[src/rtl/load_store_unit.sv]
// RV32I MEM-stage load/store unit in front of a word-addressed memory that
// has no byte enables. SB/SH use read-modify-write, loads are lane-extracted
// and extended, and illegal or misaligned requests return an error response.
// Optional feature macro: LSU_BOUND_CHECK_EN. When defined, word indices at
// or above MEM_WORDS are rejected. When undefined, the index wraps modulo
// 2**ADDR_WIDTH.
module load_store_unit #(
    parameter int unsigned ADDR_WIDTH = 8,
    parameter int unsigned MEM_WORDS  = 256
) (
    input  logic        clock,
    input  logic        rst,
    input  logic        req_valid,
    output logic        req_ready,
    input  logic [31:0] req_addr,
    input  logic [2:0]  req_funct3,
    input  logic        req_write,
    input  logic [31:0] req_wdata,
    output logic        rsp_valid,
    output logic [31:0] rsp_data,
    output logic        rsp_err,
    output logic [31:0] mem_address,
    output logic [31:0] mem_write_data,
    output logic        mem_read,
    output logic        mem_write,
    input  logic [31:0] mem_read_data
);

    // Byte-address bits kept after accept: word index plus the lane offset.
    localparam int unsigned AW = ADDR_WIDTH + 2;

    typedef enum logic [2:0] {
        IDLE,
        LD_RD,
        LD_RSP,
        ST_WR,
        ST_RD,
        ST_MRG,
        ERR
    } state_t;

    state_t        state;
    logic [AW-1:0] addr_q;
    logic [2:0]    funct3_q;
    logic [31:0]   wdata_q;

    logic          req_err_c;
    logic [31:0]   shifted_c;
    logic [31:0]   load_c;
    logic [31:0]   merged_c;

`ifndef LSU_BOUND_CHECK_EN
    // Upper address bits are deliberately ignored in the wrapping build.
    logic unused_addr_hi;
    assign unused_addr_hi = ^req_addr[31:AW];
`endif

    // Request legality: funct3 code, store width, alignment and optional bound.
    always_comb begin
        req_err_c = (req_funct3 == 3'd3) || (req_funct3 == 3'd6) || (req_funct3 == 3'd7)
                 || (req_write && req_funct3[2])
                 || ((req_funct3[1:0] == 2'd1) && req_addr[0])
                 || ((req_funct3 == 3'd2) && (req_addr[1:0] != 2'b00));
`ifdef LSU_BOUND_CHECK_EN
        if ({2'b00, req_addr[31:2]} >= 32'(MEM_WORDS)) begin
            req_err_c = 1'b1;
        end
`endif
    end

    // Load path: shift the addressed lane down, then sign or zero extend.
    always_comb begin
        shifted_c = mem_read_data >> {addr_q[1:0], 3'b000};
        case (funct3_q[1:0])
            2'd0:    load_c = {{24{~funct3_q[2] & shifted_c[7]}},  shifted_c[7:0]};
            2'd1:    load_c = {{16{~funct3_q[2] & shifted_c[15]}}, shifted_c[15:0]};
            default: load_c = mem_read_data;
        endcase
    end

    // Sub-word store merge: replace the addressed lane of the old word.
    always_comb begin
        merged_c = mem_read_data;
        if (funct3_q[0]) begin
            merged_c[{addr_q[1], 4'b0000} +: 16] = wdata_q[15:0];
        end else begin
            merged_c[{addr_q[1:0], 3'b000} +: 8] = wdata_q[7:0];
        end
    end

    // Control FSM with request capture and registered response.
    always_ff @(posedge clock) begin
        if (!rst) begin
            state     <= IDLE;
            rsp_valid <= 1'b0;
            rsp_data  <= '0;
            rsp_err   <= 1'b0;
            addr_q    <= '0;
            funct3_q  <= '0;
            wdata_q   <= '0;
        end else begin
            rsp_valid <= 1'b0;
            case (state)
                IDLE: begin
                    if (req_valid) begin
                        addr_q   <= req_addr[AW-1:0];
                        funct3_q <= req_funct3;
                        wdata_q  <= req_wdata;
                        if (req_err_c) begin
                            state <= ERR;
                        end else if (!req_write) begin
                            state <= LD_RD;
                        end else if (req_funct3 == 3'd2) begin
                            state <= ST_WR;
                        end else begin
                            state <= ST_RD;
                        end
                    end
                end
                LD_RD: begin
                    state <= LD_RSP;
                end
                LD_RSP: begin
                    rsp_valid <= 1'b1;
                    rsp_data  <= load_c;
                    rsp_err   <= 1'b0;
                    state     <= IDLE;
                end
                ST_RD: begin
                    state <= ST_MRG;
                end
                ST_WR, ST_MRG: begin
                    rsp_valid <= 1'b1;
                    rsp_data  <= '0;
                    rsp_err   <= 1'b0;
                    state     <= IDLE;
                end
                ERR: begin
                    rsp_valid <= 1'b1;
                    rsp_data  <= '0;
                    rsp_err   <= 1'b1;
                    state     <= IDLE;
                end
                default: begin
                    state <= IDLE;
                end
            endcase
        end
    end

    // Memory port decoded from state. Strobes are masked while reset is held,
    // so a reset landing on the merge edge never commits a partial store.
    always_comb begin
        req_ready      = (state == IDLE);
        mem_read       = rst && ((state == LD_RD) || (state == ST_RD));
        mem_write      = rst && ((state == ST_WR) || (state == ST_MRG));
        mem_address    = '0;
        mem_write_data = '0;
        if ((state != IDLE) && (state != ERR)) begin
            mem_address = 32'(addr_q[AW-1:2]);
        end
        if (state == ST_WR) begin
            mem_write_data = wdata_q;
        end else if (state == ST_MRG) begin
            mem_write_data = merged_c;
        end
    end

endmodule

[config.mk]
export PLATFORM = sky130hd
export DESIGN_NAME = load_store_unit
export DESIGN_NICKNAME = d
export VERILOG_FILES = /design/src/rtl/load_store_unit.sv
export SDC_FILE = /design/constraint.sdc
export NUM_CORES = 1
export LEC_CHECK = 0
export BUFFER_PORTS_ARGS = -buffer_cell sky130_fd_sc_hd__buf_2
export CAP_MARGIN = 20
export CORE_UTILIZATION = 40
export CTS_BUF_LIST = sky130_fd_sc_hd__clkbuf_16
export DETAILED_ROUTE_END_ITERATION = 7
export PLACE_DENSITY_LB_ADDON = 0.12
export SETUP_SLACK_MARGIN = 0.3
export SKIP_CTS_REPAIR_TIMING = 1
export SLEW_MARGIN = 15
export SYNTH_ARGS = -nofsm -noshare
export SYNTH_HDL_FRONTEND = slang
export SYNTH_SLANG_ARGS = --single-unit
[constraint.sdc]
create_clock -name clock -period 2.95 [get_ports clock]
set_clock_uncertainty 0.1 [all_clocks]
set_input_delay 0.4425 -clock clock [delete_from_list [all_inputs] [get_ports clock]]
set_output_delay 0.4425 -clock clock [all_outputs]
set_load 0.02 [all_outputs]
Word level (Yosys, flattened, before mapping)
Index checks and enable logic that the tools add are counted.
Word-level totals
  output and inout bits: 101
  bits of input ports: 103
  logic and storage cells: 69
  flip-flop bits (word level): 82
Cells by class
  shift-type cells: 5
  $add $sub $neg: 2
  equal/unequal tests: 14
  bitwise operators: 3
  multiplexer cells: 15
  reduce and logical (&&, ||, !) cells: 23
Operators with widths (count)
  case mux 32 bit (2 select lines): 2
  two-way mux 32 bit: 3
  bitwise mux 32 bit: 2
  variable shift 16 x 7 -> 32 bit, first input constant: 1
  variable shift 8 x 7 -> 32 bit, first input constant: 1
  indexed part select 16 x 7 -> 32 bit: 1
  indexed part select 8 x 7 -> 32 bit: 1
  >> shifter 32 x 5 -> 16 bit: 1
  equality test 3 bit, second input constant: 5
  negator 5 -> 7 bit: 2
  equality test 3 x 2 -> 1 bit, second input constant: 4
  two-way mux 3 bit: 4
  case mux 3 bit (3 select lines): 1
  two-way mux 8 bit: 1
  logical OR 1 bit: 7
  logical AND 1 bit: 6
  nonzero test 2 bit: 3
  OR reduction 3 bit: 2
  equality test 2 x 1 -> 1 bit, second input constant: 2
  OR reduction 4 bit: 1
  equality test 3 x 1 -> 1 bit, second input constant: 1
  zero test 3 bit: 1
  inequality test 3 bit, second input constant: 1
  nonzero test 3 bit: 1
  other kinds (7): 8

Longest topological paths before layout
Gate-level depths: netlist (run 1).
  word-level depth: 9
  depth in mapped cells: 8
  depth with buffers taken out: 6

Least setup slack after synthesis (run 1)
Ideal clock, no wire load.
  path kind: reg2out
  start point: reg addr_q[1]
  end point: out mem_write_data[16]
  arrival: 2.325 ns
  stages on the path, launching flop included: 8
  buffers on the path: 2
  data required time: 2.408 ns
  setup slack: 0.082 ns
  path through: dfxtp_1 -> buf_2 -> buf_4 -> inv_1 -> ha_1 -> nor4b_2 -> a221oi_1 -> o31ai_1
Between the ends
  word-level cells in the longest chain between the ends: 6
  elaborated cells between the ends (all ways): 11
  classes of those cells: 2 x add/sub; 4 x shift; 5 x mux
RTL lines
  start: declaration: line 43  | logic [AW-1:0] addr_q;
  start signal: assignment: line 106  | addr_q <= req_addr[AW-1:0];
  negator 5 -> 7 bit (on tied branches): line 85, 87
  indexed part select 16 x 7 -> 32 bit, or another cell as far along: line 85  | merged_c[{addr_q[1], 4'b0000} +: 16] = wdata_q[15:0];
  bitwise mux 32 bit (on tied branches): line 85, 87
  two-way mux 32 bit (*): line 84  | if (funct3_q[0]) begin
  two-way mux 32 bit (*): line 164  | end else if (state == ST_MRG) begin
  two-way mux 32 bit (*): line 162  | if (state == ST_WR) begin
  end: declaration: line 23  | output logic [31:0] mem_write_data,
Every way passes the cells marked *; elsewhere a longest branch is shown, timed or not.

Worst setup path in the final report (run 1)
  start point: reg addr_q[0]
  end point: out mem_write_data[29]
Between the ends
  word-level cells in the longest chain between the ends: 6
  elaborated cells between the ends (all ways): 7
  classes of those cells: 1 x add/sub; 2 x shift; 4 x mux
RTL lines
  negator 5 -> 7 bit (*): line 87  | merged_c[{addr_q[1:0], 3'b000} +: 8] = wdata_q[7:0];
  indexed part select 8 x 7 -> 32 bit or variable shift 8 x 7 -> 32 bit (tied branches): line 87
  bitwise mux 32 bit (*): line 87
  two-way mux 32 bit (*): line 84
  two-way mux 32 bit (*): line 164
  two-way mux 32 bit (*): line 162
Marks and branches as above.

==> results of run 1 <==
cell type report:
type	instances	area (µm²)	area share [%]
multi-input cells	450	2990	48.1
flip-flops and latches	82	1650	26.6
repair buffers	185	1050	16.9
clock buffers	9	225	3.62
well taps	147	184	2.96
inverters	16	75.1	1.21
clock inverters	7	38.8	0.624
worst max path at each step:
stage	start	to	slack, ns	cells past startpoint
after floorplan	addr_q[1]	mem_write_data[16]	0.37	7
after global placement	addr_q[0]	mem_write_data[17]	0.36	7
after detailed placement	addr_q[0]	mem_write_data[17]	0.29	7
after CTS	addr_q[0]	mem_write_data[17]	-0.09	7
after global routing	addr_q[0]	mem_write_data[29]	0.27	8
final	addr_q[0]	mem_write_data[29]	0.32	8
report_power, final:
group          switching (mW)  internal [mW]
sequential             0.0889           1.19
combinational           0.463          0.291
clock                   0.448          0.559
total                    1.00           2.04
metrics by stage:
| stage | std cells | power, mW |
|---|---|---|
| 5_1_grt | 896 | 3.20 |
| 3_5_place_dp | 867 | 2.02 |
| 4_1_cts | 883 | 3.03 |
| 3_3_place_gp | 867 | 2.01 |
| 6_report | 896 | 3.04 |
| 2_1_floorplan | 623 | 1.81 |
routing by layer:
metal	vias up	GRT usage [%]	part of all wire [%]
met3	27	4.87	6.5
li1	2427	-	-
met1	2356	32.0	45
met2	205	38.1	46
met5	-	0	0
met4	0	8.60	2.2
placed cells by master (no fill, tap or decap), types with 24 or more instances in the layout:
cell	instances
a21oi_1	34
a22o_1	24
mux2i_1	24
nand2_1	118
buf_4	31
a21boi_0	38
o21ai_0	25
buf_2	148
dfxtp_1	78
conb_1	24
flip-flops by register name (all words and copies together) (netlist names):
| name | count |
|---|---|
| addr_q | 10 |
| funct3_q | 3 |
| rsp_data | 32 |
| rsp_err | 1 |
| rsp_valid | 1 |
| state | 3 |
| wdata_q | 32 |
critical path, stage by stage, from the launching register on:
cell,delay [ns]
dfxtp_4,0.36
buf_6,0.12
ha_2,0.19
clkinvlp_4,0.14
nor4_4,0.29
buf_6,0.17
a221o_1,0.14
a22o_1,0.19
buf_6,0.14
logic make-up after synthesis:
family,after synthesis,synth area share (%)
fa+ha+maj,5,1.27
buf+inv,91,9.97
other cells,1,0.0758
compound gates,226,33.5
mux,25,5.14
flops,82,33.2
simple gates,169,16.7
xor+xnor,1,0.177
==> results by group, run 1 <==
Outcome
  • Outcome: completed

Floorplanning
  • Die Span Y: 113 µm
  • I/O pin count: 204
  • Initial Utilization: around two fifths
  • DIE AREA: 12,800 µm²
  • Die X: 113 µm
  • Core ar.: 12,000 µm²
  • Std cell rows: 40

Routing
  • Vias per inst: between 5 and 6
  • Residual DRC count: 0
  • Initial DRC count: approximately 350
  • Post-route ant nets: 0
  • Total wire length: roughly 15,000 µm
  • Drt wl/cell: 17.3 µm
  • Vias: 5,015
  • Drt pass-1 iters: 5

Placement
  • Routability Congestion: about 0.84
  • Final HPWL DP: 11,400 µm
  • Port bufs: 157
  • Worst slack, placed: a little under 0.3 ns
  • Post-DP Area: 5740 µm²

Logic synthesis
  • Synth area leaders: dfxtp_1 (33%), nand2_1 (9.0%), a21boi_0 (5.8%), mux2i_1 (4.9%), buf_4 (4.6%)
  • Cell area after synthesis: 4940 µm²
  • Post-synthesis cell type count: between 50 and 60
  • Synthesis-stage register bit count: 82
  • Most common cell in the netlist: nand2_1
  • Post-synth EDFFs: 0
  • Yosys top cell area share: 33.2%
  • Commonest cells post-synth: nand2_1 (118), dfxtp_1 (82), a21boi_0 (38)
  • Synth Instances: 600
  • Ys Warns: 0
  • Sequential-to-total area share from yosys stat: 33.2%
  • Mapped Avg Cell Area: approximately 8.2 µm²
  • Asr flop ratio synth: 0%
  • Main synth FF type: dfxtp_1
  • Area leader, netlist: dfxtp_1

Layout
  • Post-route design area: 6220 µm²
  • Final #Nets: roughly 850
  • Diodes inserted: 0
  • Layout Utilization: 51.8%
  • # fillers: 1,195
  • Area grow syn2layout: 25.8%
  • Layout cells sized above 1: a little under a third

Pwr
  • Pleak: 2.71 nW
  • VDD IR max: roughly 0.31 mV
  • P per Cell Area: between 400 and 500 nW/µm²

Timing
  • Unrepaired setup endpoints after global routing: true
  • Setup slack after layout: 0.323 ns
  • Hold_ws: 0.241 ns
  • Setup TNS Final: 0 ns
  • Slew HR: between 40 and 50%
  • FMAX: between 300 and 400 MHz
  • Final worst path period share: about nine tenths
  • Setup violators final: 0
  • Final slew viol count: 0
  • Min cycle time layout: 2.63 ns
  • Hold Vio Cnt, Final: 0
  • Worst Tran Pin Value: 0.887 ns

Worst setup path
  • Worst Setup Start Kind: flip-flop
  • R2R setup slack: about 0.7 ns
  • Critical Path RT: about 2.4 ns
  • CP Capture Type: output pin
  • Critical path type: flip-flop to output pin
  • FF-to-FF path depth: 6
  • Worst path arrival time: 2.08 ns
  • Reg-to-Reg End: rsp_data[16]
  • Critical R2R Launch: addr_q[1]
  • Max FO, Critical Path: 8

Global route
  • First-pass GRT wire length: 23,600 µm
  • Vias in the first global route: 4,437
  • All-Layer GR Usage: 23.9%
  • GRT overflow: 0
  • Pin count of the biggest net entering global routing: 46
  • Initial antenna violation count: 0

Clock network
  • Root Driver: clkbuf_16
  • H-tree depth: 3
  • Max Root-Sink Buffers: 2
  • Reg clk slew, reported paths: 0.06 ns
  • CTS tree: yes
  • Clock Latency Late Sink: 0.34 ns
  • CTS Buf Count: 9
  • Clk sinks: slightly above 80

Worst hold path
  • Hold EP: wdata_q[2]
  • Worst hold start: req_wdata[2]
  • Worst min path class: input pin to flip-flop
  • Worst hold stages: 3

Run
  • Max Cap Viol: 0
(Power assumes the default switching activity.)
==> run 2: changes to the inputs <==
Settings changed: CORE_MARGIN from default to 1.5.
==> run 2 against run 1 <==
Count of clock-buffer cells in the layout unchanged. Sequential cell count unchanged. Sequential power about the same. Design area down 0.70%. Clock power up 12%. Combinational power down 2%. Non-clock buffer count down 5. Cell count down 0.56%. Core utilization down 0.36 points. Routed wire length up 2.2%. Critical endpoint is now mem_write_data[23]. Largest cell class unchanged.
==> results by group, run 2 (synthesis results as in run 1) <==
Global route
  • Pin count of the biggest net entering global routing: 51 (+11%)
  • Vias in the first global route: 4,397 (-0.90%)
  • All-Layer GR Usage: 24.1% (+0.22 points)
  • GRT overflow: 0 (unchanged)
  • First-pass GRT wire length: 24,100 µm (+2.2%)
  • Initial antenna violation count: 0 (unchanged)

Floorplanning
  • DIE AREA: 13,000 µm² (+1.8%)
  • Die Span Y: 114 µm (+0.88%)
  • Initial Utilization: 41.2% (unchanged)
  • Core ar.: 12,000 µm² (unchanged)
  • Std cell rows: 40 (unchanged)
  • Die X: 114 µm (+0.88%)
  • I/O pin count: 204 (unchanged)

Layout
  • Diodes inserted: 0 (unchanged)
  • Largest regs: rsp_data (32), wdata_q (32), addr_q (10)
  • Commonest non-fill, non-tap cell in the layout: buf_2
  • Final #Nets: 847 (-0.59%)
  • # fillers: 1,212 (+1.4%)
  • Final cell count without fillers: 891 (-0.56%)
  • Area of the multi-input gates: 2980 µm² (-0.46%)
  • Register area: 1650 µm² (unchanged)
  • Layout Utilization: 51.4% (-0.36 points)
  • Layout cells sized above 1: 30.2% (-0.60 points)
  • Commonest non-fill, non-tap cells in the layout: buf_2 (148), nand2_1 (118), dfxtp_1 (78)
  • Area grow syn2layout: 24.9%

Routing
  • DR top layer: met4
  • Drt pass-1 iters: 5 (unchanged)
  • Residual DRC count: 0 (unchanged)
  • Vias: 4,937 (-1.6%)
  • Drt wl/cell: 17.7 µm (+2.8%)
  • Total wire length: 15,800 µm (+2.2%)
  • Post-route ant nets: 0 (unchanged)
  • Initial DRC count: 434 (+25%)
  • Met3 wire length: 1000 µm (-0.79%)
  • Met2 routed WL: 7230 µm (+1.2%)
  • Vias per inst: 5.54 (-1.0%)
  • Met1 Wirelength: 7180 µm (+2.9%)

Timing
  • Final slew viol count: 0 (unchanged)
  • Hold_ws: 0.226 ns (-0.0147 ns)
  • Hold Vio Cnt, Final: 0 (unchanged)
  • Worst Tran Pin Value: 0.907 ns (+0.0198 ns)
  • Final worst path period share: 90.2% (+1.1 points)
  • Setup violators final: 0 (unchanged)
  • FMAX: 376 MHz (-1.3%)
  • Unrepaired setup endpoints after global routing: true
  • Min cycle time layout: 2.66 ns (+0.0337 ns)
  • Slew HR: 39.5% (-1.3 points)

Clock network
  • H-tree depth: 3 (unchanged)
  • Reg clk slew, reported paths: 0.06 ns (about the same)
  • CTS tree: yes
  • CTS Buf Count: 9 (unchanged)
  • Root Driver: clkbuf_16
  • Max Root-Sink Buffers: 2 (unchanged)
  • Clk sinks: 82 (unchanged)
  • Clock Latency Late Sink: 0.35 ns (about the same)

Worst hold path
  • Worst min path class: input pin to flip-flop

Outcome
  • Outcome: completed

Pwr
  • Sw Share: 32.8% (-0.13 points)
  • Sequential Power Share: 40.6% (-1.5 points)
  • Clk pwr share: 35.9% (+2.8 points)
  • Sw Pwr: 1.03 mW (+3.4%)
  • VDD IR max: 0.409 mV (+33%)
  • Internal power: 2.12 mW (+4.0%)
  • P per Cell Area: 511 nW/µm² (+4.5%)
  • Pleak: 2.70 nW (-0.60%)
  • Comb pwr share: 23.4% (-1.4 points)

Placement
  • Final HPWL DP: 11,400 µm (+0.36%)
  • Port bufs: 157 (unchanged)
  • Routability Congestion: 0.858 (+2.6%)
  • Placed insts: 867 (unchanged)

Worst setup path
  • Critical Path RT: 2.41 ns (about the same)
  • Critical path type: flip-flop to output pin
  • Worst path arrival time: 2.12 ns (+0.04 ns)
  • Worst Setup Start Kind: flip-flop
  • CP Capture Type: output pin
  • Max FO, Critical Path: 8 (unchanged)

Run
  • Max Cap Viol: 0 (unchanged)
## run 2: cell types whose count changed in the layout (fill, tap and decap cells not counted), moves of 2 or more
cell,delta
clkinvlp_4,-3
buf_4,-2
clkinv_4,+2
inv_1,-2
## run 2: per-stage QoR
stage               setup slack, ns  area (µm²)  TNS, ns  total power [mW]
floorplan                     0.374        5070        0              1.81
global route                  0.211        6180        0              3.31
CTS                          -0.172        6020    -2.33              3.15
global placement              0.245        5730        0              2.01
finish                        0.289        6180        0              3.16
detailed placement            0.221        5730        0              2.02
## run 2: final cells by class
cell class	count	share of cell area, %
clock inverter	7	1.13
timing repair buffer	180	16.1
inverter	16	1.22
clock buffer	9	3.65
multi-input combinational	450	48.2
sequential	82	26.7
tap	147	2.98
## run 2: power groups by stage
stage          Clock, mW  Combinational (mW)  Sequential (mW)
4_1_cts             1.15               0.720             1.28
6_report            1.13               0.740             1.28
2_1_floorplan          0               0.509             1.30
5_1_grt             1.21               0.808             1.29
3_3_place_gp           0               0.705             1.30
3_5_place_dp           0               0.717             1.30
## run 2: layer usage
metal / track usage (%) / vias up
met5: 0 / -
met1: 33.2 / 2288
li1: - / 2411
met2: 36.9 / 209
met3: 4.98 / 29
met4: 9.67 / 0
## run 2: final timing paths
check	startpoint	endpoint	slack, ns	cells after the start
min	req_addr[1]	addr_q[1]	0.23	3
max reg2reg	addr_q[1]	rsp_data[31]	0.60	5
max	addr_q[0]	mem_write_data[23]	0.29	7
min reg2reg	rsp_data[1]	rsp_data[1]	0.33	2
## run 2: critical path: stages (launching register included)
cell     delay (ns)
dfxtp_4        0.42
inv_8          0.06
ha_4           0.26
nor4b_4        0.13
buf_6          0.14
a221o_1        0.30
a32o_1         0.29
buf_2          0.16
==> run 3: changes to the inputs <==
Settings changed: ABC_AREA from default to 1.
==> run 3 against run 2 <==
Sequential share of layout area down 1.2 points. Routed wire length up 6.4%. Worst hold slack better by 0.041 ns. Cell count up 25%. Combinational power grew 120%. Design area is 4.2% higher. Non-clock buffer count rose by 2. Clock power is 4% higher.
==> results by group, run 3 <==
Pwr
  • Pleak: 2.91 nW (+8.0%)
  • Comb pwr share: 38.4% (+15 points)
  • Sw Pwr: 1.62 mW (+57%)
  • VDD IR max: 0.271 mV (-34%)
  • Internal power: 2.54 mW (+20%)
  • Sw Share: 39.0% (+6.2 points)
  • Clk pwr share: 28.2% (-7.7 points)
  • P per Cell Area: 647 nW/µm² (+27%)
  • Sequential Power Share: 33.4% (-7.2 points)

Logic synthesis
  • Mapped Avg Cell Area: 6.48 µm² (-21%)
  • Area leader, netlist: dfxtp_1
  • Asr flop ratio synth: 0% (unchanged)
  • Yosys top cell area share: 31.6% (-1.6 points)
  • Synth Instances: 801 (+34%)
  • Post-synthesis cell type count: 28 (-48%)
  • Post-synth EDFFs: 0 (unchanged)
  • Main synth FF type: dfxtp_1
  • Most common cell in the netlist: nand2_1
  • Sequential-to-total area share from yosys stat: 31.6% (-1.6 points)
  • Synth area leaders: dfxtp_1 (32%), a21oi_1 (13%), o21ai_0 (11%), nand2_1 (10%), nand3_1 (7.9%)
  • Synthesis-stage register bit count: 82 (unchanged)
  • Commonest cells post-synth: nand2_1 (138), a21oi_1 (136), o21ai_0 (117)
  • Ys Warns: 0 (unchanged)
  • Cell area after synthesis: 5190 µm² (+5.0%)

Routing
  • Drt wl/cell: 15.1 µm (-15%)
  • Initial DRC count: 528 (+22%)
  • Vias: 5,785 (+17%)
  • Vias per inst: 5.21 (-6.0%)
  • Total wire length: 16,800 µm (+6.4%)
  • Post-route ant nets: 0 (unchanged)
  • Drt pass-1 iters: 5 (unchanged)
  • Residual DRC count: 0 (unchanged)

Worst setup path
  • Max FO, Critical Path: 7 (-1)
  • CP dominant cell by count: nand3_1
  • CP bufs+invs: 3 (unchanged)
  • Critical Path RT: 2.41 ns (about the same)
  • Worst-path cell chain: inv_2, ha_2, clkinvlp_4, nand3_1, o221ai_1, nand3_1, o21ai_0, buf_2
  • Delay-heaviest family, CP: buffers and inverters
  • Crit-path max cell delay: 0.32 ns (-0.10 ns)
  • CP Capture Type: output pin
  • Critical path type: flip-flop to output pin
  • Worst path arrival time: 2.03 ns (-0.09 ns)
  • Critical Path Slowest Stage Cell: dfxtp_1
  • Worst Setup Start Kind: flip-flop

Timing
  • Worst Tran Pin Value: 0.696 ns (-0.212 ns)
  • Final slew viol count: 0 (unchanged)
  • Setup TNS Final: 0 ns (unchanged)
  • Setup violators final: 0 (unchanged)
  • Min cycle time layout: 2.57 ns (-0.0895 ns)
  • Hold_ws: 0.267 ns (+0.0412 ns)
  • FMAX: 389 MHz (+3.5%)
  • Final worst path period share: 87.2% (-3.0 points)
  • Unrepaired setup endpoints after global routing: false
  • Hold Vio Cnt, Final: 0 (unchanged)
  • Slew HR: 53.5% (+14 points)

Global route
  • First-pass GRT wire length: 25,600 µm (+6.2%)
  • Pin count of the biggest net entering global routing: 67 (+31%)
  • All-Layer GR Usage: 24.5% (+0.39 points)
  • Vias in the first global route: 4,825 (+9.7%)
  • Initial antenna violation count: 0 (unchanged)
  • GRT overflow: 0 (unchanged)

Placement
  • Port bufs: 157 (unchanged)
  • Routability Congestion: 0.875 (+2.0%)
  • Final HPWL DP: 12,400 µm (+8.7%)
  • Placed insts: 1,091 (+26%)

Worst hold path
  • Worst min path class: input pin to flip-flop

Clock network
  • H-tree depth: 3 (unchanged)
  • Max Root-Sink Buffers: 2 (unchanged)
  • CTS tree: yes
  • Clk sinks: 82 (unchanged)
  • Reg clk slew, reported paths: 0.06 ns (about the same)
  • Root Driver: clkbuf_16
  • Clock Latency Late Sink: 0.35 ns (about the same)
  • CTS Buf Count: 9 (unchanged)

Layout
  • Final #Nets: 1,043 (+23%)
  • Commonest non-fill, non-tap cells in the layout: buf_2 (155), nand2_1 (136), a21oi_1 (136)
  • Final cell count without fillers: 1,111 (+25%)
  • Area grow syn2layout: 24.0%
  • Layout cells sized above 1: 23.5% (-6.7 points)
  • Diodes inserted: 0 (unchanged)
  • Largest regs: rsp_data (32), wdata_q (32), addr_q (10)
  • Commonest non-fill, non-tap cell in the layout: buf_2
  • # fillers: 1,377 (+14%)

Run
  • Max Cap Viol: 0 (unchanged)

Floorplanning
  • Initial Utilization: 41.1% (about the same)
  • Std cell rows: 41 (+2.5%)
  • Die X: 117 µm (+2.4%)
  • DIE AREA: 13,700 µm² (+4.8%)
  • Core ar.: 12,600 µm² (+5.1%)
  • Die Span Y: 117 µm (+2.4%)
  • I/O pin count: 204 (unchanged)

Outcome
  • Outcome: completed
-- run 3: cell type report --
class,count,area (µm²),share of cell area [%]
clock inverter,6,75.1,1.17
inverter,90,342,5.31
timing repair buffer,182,1000,15.6
timing repair inverter,1,7.51,0.117
sequential,82,1640,25.6
multi-input combinational,569,2920,45.4
tap,172,215,3.34
clock buffer,9,225,3.50
-- run 3: layer usage --
layer / share of wire (%) / up-vias / routed length [µm] / track usage [%]
li1: - / 2956 / - / -
met1: 46 / 2551 / 7720 / 35.6
met2: 43 / 246 / 7220 / 35.6
met3: 8.5 / 32 / 1420 / 4.58
met4: 2.7 / 0 / 459 / 10.0
met5: 0 / - / 0 / 0
-- run 3: worst paths after layout --
path | start | to | slack, ns | depth (start not counted)
worst min-delay path | req_addr[6] | addr_q[6] | 0.27 | 3
worst max register to register | state[1] | wdata_q[15] | 0.90 | 7
worst max-delay path | addr_q[0] | mem_write_data[11] | 0.38 | 8
worst min register to register | wdata_q[31] | wdata_q[31] | 0.35 | 2
-- run 3: kinds of logic after synthesis --
kind of cell,after synthesis,synth area share (%)
simple gates,242,20.2
flops,82,31.6
other cells,1,0.0723
buf+inv,173,15.3
compound gates,298,31.6
fa+ha+maj,5,1.21
-- run 3: metrics by stage --
stage | power (mW) | setup slack (ns) | cell area, µm² | util, %
finish | 4.16 | 0.378 | 6430 | 51.0
global route | 4.44 | 0.300 | 6430 | 51.0
CTS | 4.08 | 0.0916 | 6280 | 49.8
detailed placement | 2.91 | 0.474 | 5980 | 47.4
global placement | 2.90 | 0.471 | 5980 | 47.4
floorplan | 2.52 | 0.474 | 5280 | -
-- run 3: power groups by stage --
| stage | registers [mW] | logic [mW] | clock network [mW] |
|---|---|---|---|
| after global placement | 1.41 | 1.49 | 0 |
| after floorplan | 1.45 | 1.07 | 0 |
| after detailed placement | 1.41 | 1.49 | 0 |
| after CTS | 1.39 | 1.50 | 1.19 |
| after global routing | 1.41 | 1.78 | 1.24 |
| final | 1.39 | 1.60 | 1.17 |
-- run 3: worst reg2reg max path, stage by stage, from the launching register on --
cell	delay [ns]
dfxtp_1	0.36
nor2_1	0.18
nand2_1	0.10
inv_1	0.11
nand2_2	0.40
buf_4	0.38
o21ai_0	0.23
a21oi_1	0.06
